`config.mk`:
```
export PLATFORM = sky130hd
export DESIGN_NAME = time_set
export DESIGN_NICKNAME = d
export VERILOG_FILES = /design/src/rtl/time_set.sv
export SDC_FILE = /design/constraint.sdc
export NUM_CORES = 1
export LEC_CHECK = 0
export CORE_ASPECT_RATIO = 0.5
export CORE_UTILIZATION = 25
export DETAILED_ROUTE_END_ITERATION = 8
export DONT_BUFFER_PORTS = 1
export GPL_TIMING_DRIVEN = 0
export SYNTH_ARGS = -nofsm -noshare
export SYNTH_HDL_FRONTEND = slang
export SYNTH_HIERARCHICAL = 1
export SYNTH_SLANG_ARGS = --single-unit
```
`constraint.sdc`:
```
create_clock -name clk -period 2.78 [get_ports clk]
set_input_delay 0.278 -clock clk [delete_from_list [all_inputs] [get_ports clk]]
set_output_delay 0.278 -clock clk [all_outputs]
set_load 0.05 [all_outputs]
```
`src/rtl/time_set.sv`:
```
// Front-panel setting controller: three debounced keys drive a mode FSM that
// edits the time (shadow digits feeding the time counter) and the alarm.

// Per-key debouncer: 2-flop synchroniser, stability counter, press pulse.
module key_debounce #(
  parameter int DEBOUNCE_CYC = 20000
) (
  input  logic clk,
  input  logic rst,
  input  logic raw,
  output logic pulse
);
  localparam int CW = (DEBOUNCE_CYC > 1) ? $clog2(DEBOUNCE_CYC) : 1;

  logic          s1, s2, level;
  logic [CW-1:0] cnt;

  // Accept a new level only after DEBOUNCE_CYC consecutive differing samples;
  // the pulse fires on the same edge the level rises, never on release.
  always_ff @(posedge clk) begin
    if (rst) begin
      s1    <= 1'b0;
      s2    <= 1'b0;
      level <= 1'b0;
      cnt   <= '0;
      pulse <= 1'b0;
    end else begin
      s1    <= raw;
      s2    <= s1;
      pulse <= 1'b0;
      if (s2 == level) begin
        cnt <= '0;
      end else if (cnt == CW'(DEBOUNCE_CYC - 1)) begin
        level <= s2;
        cnt   <= '0;
        pulse <= s2;
      end else begin
        cnt <= cnt + 1'b1;
      end
    end
  end
endmodule

module time_set #(
  parameter int DEBOUNCE_CYC = 20000
) (
  input  logic       clk,
  input  logic       rst,
  input  logic       key_mode,
  input  logic       key_sel,
  input  logic       key_inc,
  input  logic [3:0] cur_sec_ge,
  input  logic [3:0] cur_sec_shi,
  input  logic [3:0] cur_min_ge,
  input  logic [3:0] cur_min_shi,
  input  logic [3:0] cur_hour_ge,
  input  logic [3:0] cur_hour_shi,
  output logic [3:0] set_sec_ge,
  output logic [3:0] set_sec_shi,
  output logic [3:0] set_min_ge,
  output logic [3:0] set_min_shi,
  output logic [3:0] set_hour_ge,
  output logic [3:0] set_hour_shi,
  output logic       set_time_finish,
  output logic [3:0] clock_min_ge,
  output logic [3:0] clock_min_shi,
  output logic [3:0] clock_hour_ge,
  output logic [3:0] clock_hour_shi,
  output logic       clock_en,
  output logic [1:0] edit_mode,
  output logic [1:0] edit_field
);
  typedef enum logic [1:0] {IDLE = 2'd0, SET_TIME = 2'd1, SET_ALARM = 2'd2} state_t;

  state_t     state, state_nxt;
  logic [2:0] raw, pulse;
  logic       p_mode, p_sel, p_inc;
  logic [1:0] field, field_nxt;
  // Digit pairs packed as {shi, ge}.
  logic [7:0] hr, mn, sc, a_hr, a_mn;
  logic [7:0] hr_n, mn_n, sc_n, a_hr_n, a_mn_n;
  logic       en_n, fin_n;

  assign raw = {key_mode, key_sel, key_inc};

  genvar g;
  generate
    for (g = 0; g < 3; g++) begin : g_key
      key_debounce #(.DEBOUNCE_CYC(DEBOUNCE_CYC)) u_db (
        .clk   (clk),
        .rst   (rst),
        .raw   (raw[g]),
        .pulse (pulse[g])
      );
    end
  endgenerate

  assign {p_mode, p_sel, p_inc} = pulse;

  // Seconds/minutes: 59 wraps to 00, anything out of range goes to 00.
  function automatic logic [7:0] inc_ms(input logic [3:0] shi, input logic [3:0] ge);
    if (shi > 4'd5 || ge > 4'd9) return 8'h00;
    if (ge == 4'd9) return (shi == 4'd5) ? 8'h00 : {shi + 4'd1, 4'd0};
    return {shi, ge + 4'd1};
  endfunction

  // Hours: 23 and anything beyond wrap to 00.
  function automatic logic [7:0] inc_hr(input logic [3:0] shi, input logic [3:0] ge);
    if (shi > 4'd2 || ge > 4'd9 || (shi == 4'd2 && ge >= 4'd3)) return 8'h00;
    if (ge == 4'd9) return {shi + 4'd1, 4'd0};
    return {shi, ge + 4'd1};
  endfunction

  // State register.
  always_ff @(posedge clk) begin
    if (rst) state <= IDLE;
    else     state <= state_nxt;
  end

  // Next state and edit actions; if/else order gives mode > sel > inc.
  always_comb begin
    state_nxt = state;
    field_nxt = field;
    hr_n      = hr;
    mn_n      = mn;
    sc_n      = sc;
    a_hr_n    = a_hr;
    a_mn_n    = a_mn;
    en_n      = clock_en;
    fin_n     = 1'b0;
    case (state)
      IDLE: begin
        if (p_mode) begin
          state_nxt = SET_TIME;
          field_nxt = 2'd0;
          hr_n      = {cur_hour_shi, cur_hour_ge};
          mn_n      = {cur_min_shi, cur_min_ge};
          sc_n      = {cur_sec_shi, cur_sec_ge};
        end else if (p_inc) begin
          en_n = ~clock_en;
        end
      end
      SET_TIME: begin
        if (p_mode) begin
          state_nxt = SET_ALARM;
          field_nxt = 2'd0;
          fin_n     = 1'b1;
        end else if (p_sel) begin
          field_nxt = (field == 2'd2) ? 2'd0 : field + 2'd1;
        end else if (p_inc) begin
          case (field)
            2'd0:    hr_n = inc_hr(hr[7:4], hr[3:0]);
            2'd1:    mn_n = inc_ms(mn[7:4], mn[3:0]);
            default: sc_n = inc_ms(sc[7:4], sc[3:0]);
          endcase
        end
      end
      SET_ALARM: begin
        if (p_mode) begin
          state_nxt = IDLE;
        end else if (p_sel) begin
          field_nxt = (field == 2'd0) ? 2'd1 : 2'd0;
        end else if (p_inc) begin
          if (field == 2'd0) a_hr_n = inc_hr(a_hr[7:4], a_hr[3:0]);
          else               a_mn_n = inc_ms(a_mn[7:4], a_mn[3:0]);
        end
      end
      default: state_nxt = IDLE;
    endcase
  end

  // Shadow time, alarm, enable and load-strobe registers.
  always_ff @(posedge clk) begin
    if (rst) begin
      field           <= 2'd0;
      hr              <= 8'h00;
      mn              <= 8'h00;
      sc              <= 8'h00;
      a_hr            <= 8'h00;
      a_mn            <= 8'h00;
      clock_en        <= 1'b0;
      set_time_finish <= 1'b0;
    end else begin
      field           <= field_nxt;
      hr              <= hr_n;
      mn              <= mn_n;
      sc              <= sc_n;
      a_hr            <= a_hr_n;
      a_mn            <= a_mn_n;
      clock_en        <= en_n;
      set_time_finish <= fin_n;
    end
  end

  assign {set_hour_shi, set_hour_ge}     = hr;
  assign {set_min_shi, set_min_ge}       = mn;
  assign {set_sec_shi, set_sec_ge}       = sc;
  assign {clock_hour_shi, clock_hour_ge} = a_hr;
  assign {clock_min_shi, clock_min_ge}   = a_mn;
  assign edit_mode                       = state;
  assign edit_field                      = field;
endmodule

```
==> results of run 1 <==
Yosys cell counts, types with 6 or more instances:
cell / number
xnor2_1: 23
dfxtp_1: 103
nand2_1: 39
ha_1: 10
nor2_1: 74
clkbuf_1: 7
nor3_1: 22
nand2b_1: 14
buf_2: 10
nor4_1: 17
o21ai_0: 16
xor2_1: 21
nand4_1: 28
and4_1: 6
inv_1: 18
nor2b_1: 22
mux2i_1: 11
nor4b_1: 8
a21oi_1: 19
nand3_1: 22
how the worst max path moves through the flow:
stage	endpoint	cells past startpoint	slack (ns)	start
2_1_floorplan	hr[6]	6	0.59	edit_mode[0]
3_3_place_gp	hr[6]	7	0.1	edit_mode[0]
3_5_place_dp	hr[5]	7	0.03	edit_mode[0]
4_1_cts	hr[5]	7	0.005	edit_mode[0]
5_1_grt	hr[6]	5	0.22	edit_mode[0]
6_report	mn[4]	6	0.36	edit_mode[0]
kinds of logic (layout without fill, tap and decap cells):
logic type	after synthesis	count (layout)	share of synthesized area, %
mux	11	11	2.10
xor+xnor	44	44	7.35
other cells	0	2	0
flops	103	103	39.3
simple gates	293	293	31.1
compound gates	101	101	14.1
buf+inv	43	60	3.68
fa+ha+maj	10	10	2.39
sequential cells by signal, indices dropped and copies added, names as in the netlist:
name	count
set_time_finish	1
a_hr	8
edit_field	2
g_key.u_db/level	3
edit_mode	2
clock_en	1
g_key.u_db/cnt	45
a_mn	8
g_key.u_db/s2	3
g_key.u_db/s1	3
mn	8
g_key.u_db/pulse	3
hr	8
sc	8
metal layers:
metal | wire (um) | GRT usage [%] | up-vias
li1 | - | - | 2246
met1 | 5990 | 15.3 | 2147
met2 | 6040 | 20.1 | 96
met3 | 794 | 3.63 | 13
met4 | 157 | 3.75 | 0
met5 | 0 | 0 | -
stage by stage:
stage | instances | cell area [um2] | setup WS (ns) | hold WS [ns]
2_1_floorplan | 605 | 5240 | 0.587 | 0.350
3_3_place_gp | 878 | 5580 | 0.0987 | 0.355
3_5_place_dp | 878 | 5580 | 0.0286 | 0.354
4_1_cts | 895 | 5890 | 0.00513 | 0.0337
5_1_grt | 896 | 5900 | 0.220 | 0.0291
6_report | 897 | 5900 | 0.364 | 0.0464
critical path, stage by stage, from the launching register on:
cell,delay [ns]
dfxtp_2,0.54
inv_1,0.11
ha_1,0.28
nor3b_2,0.41
a21oi_1,0.28
a2111oi_0,0.56
nor3_1,0.08
timing repair:
action,in CTS,in global routing
setup endpoints to repair,0,5
hold endpoints to repair,12,0
gates resized for setup,0,4
hold buffers,1,0
power by group:
group | switching [W] | internal, W | total (W)
sequential | 0.0000120 | 0.00148 | 0.00149
clock | 0.000602 | 0.000652 | 0.00125
combinational | 0.0000361 | 0.0000205 | 0.0000566
total | 0.000651 | 0.00215 | 0.00280
area by class of cell:
class | instances | area share, %
antenna | 2 | 0.0848
buffer | 24 | 2.08
clock buffer | 10 | 4.05
clock inverter | 6 | 1.02
inverter | 19 | 1.21
multi-input combinational | 459 | 50.6
sequential | 103 | 35.0
tap | 273 | 5.79
timing repair buffer | 1 | 0.170
==> results.py, run 1 <==
metrics = {
    "status": {
        "status": "finished, violations left",
        "violations": "design-rule violations",
    },
    "cts": {
        "clock_path_buffers": 2,
        "root_buffer": "clkbuf_16",
        "clk_latency_ns": 0.36,
        "cts_sinks": 103,
        "clkSlewWorstSetupHoldPaths_ns": 0.08,
        "cts_tree": "yes",
        "post_cts_buffers": 0,
        "numCtsBuffers": 9,
        "h-tree-depth": 3,
    },
    "synthesis": {
        "synth_top_cell_area_share_pct": 39.3,
        "syn_area_per_cell_um2": 8.66,
        "synthesis.area_um2": 5240,
        "synth_fp_nets": 644,
        "synth.yosys.warnings": 6,
        "synth_top_flop_cell": "dfxtp_1",
        "yosysTopAreaCell": "dfxtp_1",
        "synth-edff-count": 0,
        "synthCells": 605,
        "ys_types": 74,
        "synthArstFlopShare_pct": 0,
        "seq_area_frac_synth_pct": 39.3,
        "synth_area_leaders": "dfxtp_1, nor2_1, xnor2_1, xor2_1, nand4_1",
        "ys_ff_latch": 103,
    },
    "hold_path": {
        "min_from": "key_sel",
        "min_path_cells": 1,
        "hp-class": "input port to flip-flop",
        "hold_end": "g_key[1].u_db/s1",
    },
    "setup_path": {
        "worstPathRequired_ns": 3.00,
        "reg2reg_setup_slack_ns": 0.36,
        "start_kind": "flip-flop",
        "rr_endpoint": "mn[4]",
        "r2r_start": "edit_mode[0]",
        "cp_max_fo": 7,
        "ff2ff_path_depth": 6,
        "crit_type": "flip-flop to flip-flop",
        "arrival_ns": 2.64,
        "critPathCaptureType": "flip-flop",
    },
    "routing": {
        "first_pass_iters": 7,
        "drcViolationCount": 18,
        "num_vias": 4502,
        "ant_nets": 0,
        "drtIter0Drc": 347,
        "viasPerCell": 5.02,
        "wire_per_inst_um": 14.5,
        "wl_mm": 13.0,
    },
    "timing": {
        "tns_ns": 0,
        "finalHoldViolCount": 0,
        "fmax_mhz": 414,
        "maxSlewViolCount": 0,
        "grt_setup_unrepaired": "no",
        "min_period_over_period_pct": 86.9,
        "slew_headroom_pct": 47.5,
        "finalSetupViolations": 0,
        "skew_ns": 0.0141,
        "worstMarginPinSlew_ns": 0.787,
        "finalCriticalPeriod_ns": 2.42,
    },
    "floorplanning": {
        "die_width_um": 207,
        "fp-row-count": 37,
        "coreArea_um2": 20600,
        "die_h_um": 104,
        "initial_core_util_pct": 25.5,
        "io_pins": 75,
        "die_area_um2": 21600,
    },
    "place": {
        "gp_congestion": 0.854,
        "hpwl_mm": 9.51,
        "port_buffers": 0,
    },
    "finish": {
        "final_nets": 656,
        "fillCellCount": 2175,
        "final_common_cell": "dfxtp_1",
        "drive_gt1_share_pct": 8.52,
        "multiInputGateArea_um2": 2990,
        "area_growth_pct": 12.6,
        "fin_util_pct": 28.7,
        "seq_area_um2": 2060,
        "layout_common_cells": "dfxtp_1, nor2_1, nand2_1",
    },
    "power_and_ir_drop": {
        "ir_worst_vdd_mv": 0.272,
        "power_w": 0.00280,
        "power.density_nw_per_um2": 475,
        "p_leak_nw": 1.94,
    },
    "grt": {
        "gr-total-overflow": 0,
        "grt_pass1_wl_mm": 21.2,
        "grt_pass1_vias": 4278,
        "antenna_found_initial": 2,
        "grt_max_degree": 20,
        "track_usage_pct": 12.2,
    },
    "run": {
        "drv_cap": 0,
    },
}
(Power assumes the default switching activity.)
==> run 2: changes to the inputs <==
Settings changed: CELL_PAD_IN_SITES_DETAIL_PLACEMENT from default to 2, CELL_PAD_IN_SITES_GLOBAL_PLACEMENT from default to 2, PLACE_DENSITY_LB_ADDON from default to 0.1.
==> run 2 against run 1 <==
Effect of this change:
- the flow still finishes with violations (design-rule violations)
- critical path depth unchanged
- power is 1.6% lower
- core utilization shrank 0.15 points
- global-route usage increased by 3.2 points
- wire length rose by 24%
- sequential cell count stayed put
- critical endpoint is now hr[3]
==> results.py, run 2 (synthesized netlist as in run 1, its figures left out) <==
metrics = {
    "status": {
        "status": "finished, violations left",
        "violations": "design-rule violations",
    },
    "grt": {
        "track_usage_pct": 15.4,
        "grt_max_degree": 16,
        "grt_pass1_vias": 4817,
        "grt_pass1_wl_mm": 26.1,
        "antenna_found_initial": 2,
        "gr-total-overflow": 0,
    },
    "setup_path": {
        "reg2reg_setup_slack_ns": 0.30,
        "cp_max_fo": 5,
        "start_kind": "flip-flop",
        "worstPathRequired_ns": 3.04,
        "arrival_ns": 2.74,
        "ff2ff_path_depth": 6,
        "critPathCaptureType": "flip-flop",
        "crit_type": "flip-flop to flip-flop",
    },
    "timing": {
        "skew_ns": 0.0113,
        "fmax_mhz": 404,
        "worstMarginPinSlew_ns": 0.769,
        "worst_slack_ns": 0.304,
        "finalHoldViolCount": 0,
        "finalCriticalPeriod_ns": 2.48,
        "slew_headroom_pct": 48.7,
        "finalSetupViolations": 0,
        "maxSlewViolCount": 0,
        "min_period_over_period_pct": 89.1,
        "grt_setup_unrepaired": "no",
    },
    "routing": {
        "met2_length_mm": 7.31,
        "routed-wl-met3_um": 710,
        "drtIter0Drc": 170,
        "num_vias": 4619,
        "ant_nets": 0,
        "drcViolationCount": 12,
        "top_layer": "met4",
        "viasPerCell": 5.15,
        "first_pass_iters": 6,
        "wl_mm": 16.1,
        "wire_per_inst_um": 17.9,
        "wl_met1_mm": 7.84,
    },
    "power_and_ir_drop": {
        "power_w": 0.00276,
        "p_leak_nw": 1.92,
        "switching_share_pct": 22.8,
        "seq_power_share_pct": 54.1,
        "p_comb_share_pct": 2.1,
        "power.density_nw_per_um2": 470,
        "p_int_w": 0.00213,
        "switchingPower_w": 0.000629,
        "ir_worst_vdd_mv": 0.222,
        "power.share.clock_pct": 43.8,
    },
    "finish": {
        "final_nets": 656,
        "top_register": "g_key.u_db/cnt",
        "final_common_cell": "dfxtp_1",
        "fin_cells": 897,
        "largest_reg_flops": 45,
        "layout_common_cells": "dfxtp_1, nor2_1, nand2_1",
        "area_growth_pct": 12.0,
        "fin_util_pct": 28.6,
        "drive_gt1_share_pct": 8.05,
        "finalInstanceArea_um2": 5870,
    },
    "place": {
        "place_ws_ns": -0.155,
        "place_area_um2": 5580,
        "gp_congestion": 0.765,
        "port_buffers": 0,
        "placed_cells": 878,
        "hpwl_mm": 11.7,
    },
    "floorplanning": {
        "die_h_um": 104,
        "die_area_um2": 21600,
        "io_pins": 75,
        "coreArea_um2": 20600,
        "fp-row-count": 37,
        "initial_core_util_pct": 25.5,
        "die_width_um": 207,
    },
    "cts": {
        "cts_tree": "yes",
        "h-tree-depth": 3,
        "clk_latency_ns": 0.35,
        "post_cts_buffers": 0,
        "clkSlewWorstSetupHoldPaths_ns": 0.08,
        "clock_path_buffers": 2,
        "numCtsBuffers": 9,
        "root_buffer": "clkbuf_16",
        "cts_sinks": 103,
    },
    "hold_path": {
        "hp-class": "input port to flip-flop",
        "min_path_cells": 1,
    },
    "run": {
        "drv_cap": 0,
    },
}
==> run 2: cell count changes in the layout (fill, tap and decap cells not counted) <==
cell	delta
clkbuf_1	+2
clkinv_2	+1
clkinv_8	-1
diode_2	+1
inv_6	-2
inv_8	-1
==> run 2: worst paths after layout <==
check,from,end
hold / removal,rst,g_key[0].u_db/pulse
setup / recovery,hr[4],hr[3]
setup reg to reg,hr[4],hr[3]
hold reg to reg,g_key[1].u_db/s1,g_key[1].u_db/s2
==> run 2: stage by stage <==
stage	TNS [ns]	hold slack [ns]
2_1_floorplan	0	0.350
5_1_grt	0	0.0176
4_1_cts	0	0.0123
3_5_place_dp	-0.406	0.355
6_report	0	0.0351
3_3_place_gp	-0.134	0.353
==> run 2: metal layers <==
layer	vias up	GRT usage [%]
li1	2242	-
met1	2311	20.2
met2	50	24.9
met3	16	4.39
met4	0	3.44
met5	-	0
==> run 2: final cells by class <==
class	count	area [um2]
Clock inverter	3	20.0
Fill cell	2377	14700
Inverter	19	71.3
Multi-Input combinational cell	459	2990
Antenna cell	3	7.51
Sequential cell	103	2060
Tap cell	273	342
Clock buffer	12	246
Timing Repair Buffer	1	10.0
Buffer	24	123
==> run 2: critical path: stages (launching register included) <==
cell and delay, ns:
dfxtp_1 0.72, inv_1 0.10, ha_1 0.27, or4_1 0.54
o41ai_1 0.42, nor3_1 0.10, o31ai_1 0.22
==> run 2: power by group through the flow <==
stage | clock network (W) | logic [W] | registers [W]
floorplan | 0 | 0.0000388 | 0.00152
global placement | 0 | 0.0000563 | 0.00153
detailed placement | 0 | 0.0000574 | 0.00153
CTS | 0.00129 | 0.0000614 | 0.00149
global route | 0.00133 | 0.0000670 | 0.00149
finish | 0.00121 | 0.0000581 | 0.00149
==> run 2: repair_timing <==
item | in CTS | in global routing
hold buffers | 1 | 0
endpoints found under the setup margin | 4 | 9
resized for setup | 1 | 2
gates cloned | 0 | 0
endpoints found under the hold margin | 9 | 0
==> run 3: changes to the inputs <==
Clock period 2.78 ns to 2.9 ns, I/O delays scaled along.
==> run 3 against run 2 <==
Effect of this change:
- the run still ends with design-rule violations left
- combinational power is 4.3% lower
- wire length is 0.53% lower
- sequential cell count stayed put
- hold slack better by 0.012 ns
- via count is 0.37% lower
- largest cell class unchanged
- largest power group unchanged
==> results.py, run 3 (synthesized netlist as in run 1, its figures left out) <==
metrics = {
    "routing": {
        "first_pass_iters": 6,
        "num_vias": 4602,
        "ant_nets": 0,
        "drtIter0Drc": 184,
        "wl_mm": 16.0,
        "wire_per_inst_um": 17.8,
        "viasPerCell": 5.14,
        "drcViolationCount": 12,
    },
    "finish": {
        "area_growth_pct": 11.9,
        "layout_common_cells": "dfxtp_1, nor2_1, nand2_1",
        "fin_cells": 896,
        "final_nets": 655,
        "largest_reg_flops": 45,
        "top_register": "g_key.u_db/cnt",
        "final_common_cell": "dfxtp_1",
        "fillCellCount": 2378,
        "drive_gt1_share_pct": 7.58,
    },
    "floorplanning": {
        "die_h_um": 104,
        "fp-row-count": 37,
        "io_pins": 75,
        "initial_core_util_pct": 25.5,
        "coreArea_um2": 20600,
        "die_width_um": 207,
        "die_area_um2": 21600,
    },
    "power_and_ir_drop": {
        "power.density_nw_per_um2": 451,
        "ir_worst_vdd_mv": 0.213,
        "p_leak_nw": 1.92,
    },
    "grt": {
        "grt_pass1_vias": 4820,
        "met2_usage_pct": 24.7,
        "grt_pass1_wl_mm": 26.0,
        "track_usage_pct": 15.4,
        "antenna_found_initial": 2,
        "gr-max-usage-layer": "met2",
        "gr-total-overflow": 0,
        "grt_max_degree": 20,
        "globalRouteMet3Util_pct": 4.39,
        "grt_use_met1_pct": 20.2,
    },
    "run": {
        "drv_cap": 0,
    },
    "timing": {
        "grt_setup_unrepaired": "no",
        "worst_slack_ns": 0.196,
        "maxSlewViolCount": 0,
        "tns_ns": 0,
        "finalCriticalPeriod_ns": 2.70,
        "fmax_mhz": 370,
        "min_period_over_period_pct": 93.2,
        "finalHoldViolCount": 0,
        "finalSetupViolations": 0,
        "skew_ns": 0.0112,
        "worstMarginPinSlew_ns": 0.769,
        "slew_headroom_pct": 48.7,
    },
    "setup_path": {
        "crit_chain": "inv_1 > ha_1 > nor3b_2 > a21oi_1 > a311oi_1 > mux2i_1",
        "cp_top_family": "flip-flops",
        "r2r_start": "edit_mode[0]",
        "worst-path-buf-inv": 1,
        "start_kind": "flip-flop",
        "crit_start": "edit_mode[0]",
        "reg2reg_setup_slack_ns": 0.20,
        "worstPathRequired_ns": 3.18,
        "slowest_stage": "dfxtp_1",
        "critPathCaptureType": "flip-flop",
        "slowest_delay_ns": 0.74,
        "rr_endpoint": "hr[7]",
        "arrival_ns": 2.98,
        "cp_max_fo": 6,
        "crit_type": "flip-flop to flip-flop",
        "ff2ff_path_depth": 6,
    },
    "cts": {
        "clkSlewWorstSetupHoldPaths_ns": 0.07,
        "cts_tree": "yes",
        "post_cts_buffers": 0,
        "clock_path_buffers": 2,
        "cts_sinks": 103,
        "root_buffer": "clkbuf_16",
        "h-tree-depth": 3,
        "clk_latency_ns": 0.35,
        "numCtsBuffers": 9,
    },
    "place": {
        "gp_congestion": 0.765,
        "place_ws_ns": -0.0354,
        "placed_cells": 878,
        "port_buffers": 0,
        "hpwl_mm": 11.7,
    },
    "hold_path": {
        "hold_end": "g_key[0].u_db/pulse",
        "hp-class": "input port to flip-flop",
        "min_from": "rst",
        "min_path_cells": 1,
    },
    "status": {
        "status": "finished, violations left",
        "violations": "design-rule violations",
    },
}
-- run 3: layer usage --
metal	part of all wire (%)	vias up
met5	0	-
met4	1.2	0
met3	4.4	16
met2	45	48
met1	49	2299
li1	-	2239
-- run 3: report_power, final --
part | switching, W | internal (W) | total [W]
Sequential | 0.0000112 | 0.00142 | 0.00143
Clock | 0.000556 | 0.000602 | 0.00116
Combinational | 0.0000359 | 0.0000197 | 0.0000556
Total | 0.000603 | 0.00204 | 0.00264
-- run 3: worst max-delay path by stage --
stage	endpoint	slack (ns)	depth (start not counted)
floorplan	hr[6]	0.71	6
global placement	hr[5]	0.05	7
detailed placement	hr[5]	-0.04	7
CTS	hr[0]	0.19	7
global route	hr[0]	0.02	7
finish	hr[7]	0.20	6
-- run 3: per-stage QoR --
| step | area, um2 | util (%) | total power [W] | hold WS [ns] |
|---|---|---|---|---|
| floorplan | 5240 | - | 0.00150 | 0.362 |
| global placement | 5580 | 27.2 | 0.00152 | 0.365 |
| detailed placement | 5580 | 27.2 | 0.00152 | 0.367 |
| CTS | 5860 | 28.5 | 0.00273 | 0.0243 |
| global route | 5860 | 28.5 | 0.00277 | 0.0296 |
| finish | 5860 | 28.5 | 0.00264 | 0.0472 |
-- run 3: cell type report --
cell class / instances / area, um2 / area share (%)
plain buffers: 23 / 118 / 2.01
inverters: 19 / 71.3 / 1.22
clock buffers: 12 / 246 / 4.20
repair buffers: 1 / 10.0 / 0.171
multi-input cells: 459 / 2990 / 50.9
well taps: 273 / 342 / 5.83
diodes: 3 / 7.51 / 0.128
clock inverters: 3 / 20.0 / 0.341
flip-flops and latches: 103 / 2060 / 35.2
-- run 3: repair_timing --
action / CTS / global route
hold endpoints to repair: 9 / 0
endpoints found under the setup margin: 2 / 0
hold buffers: 1 / 0
resized for setup: 0 / 0
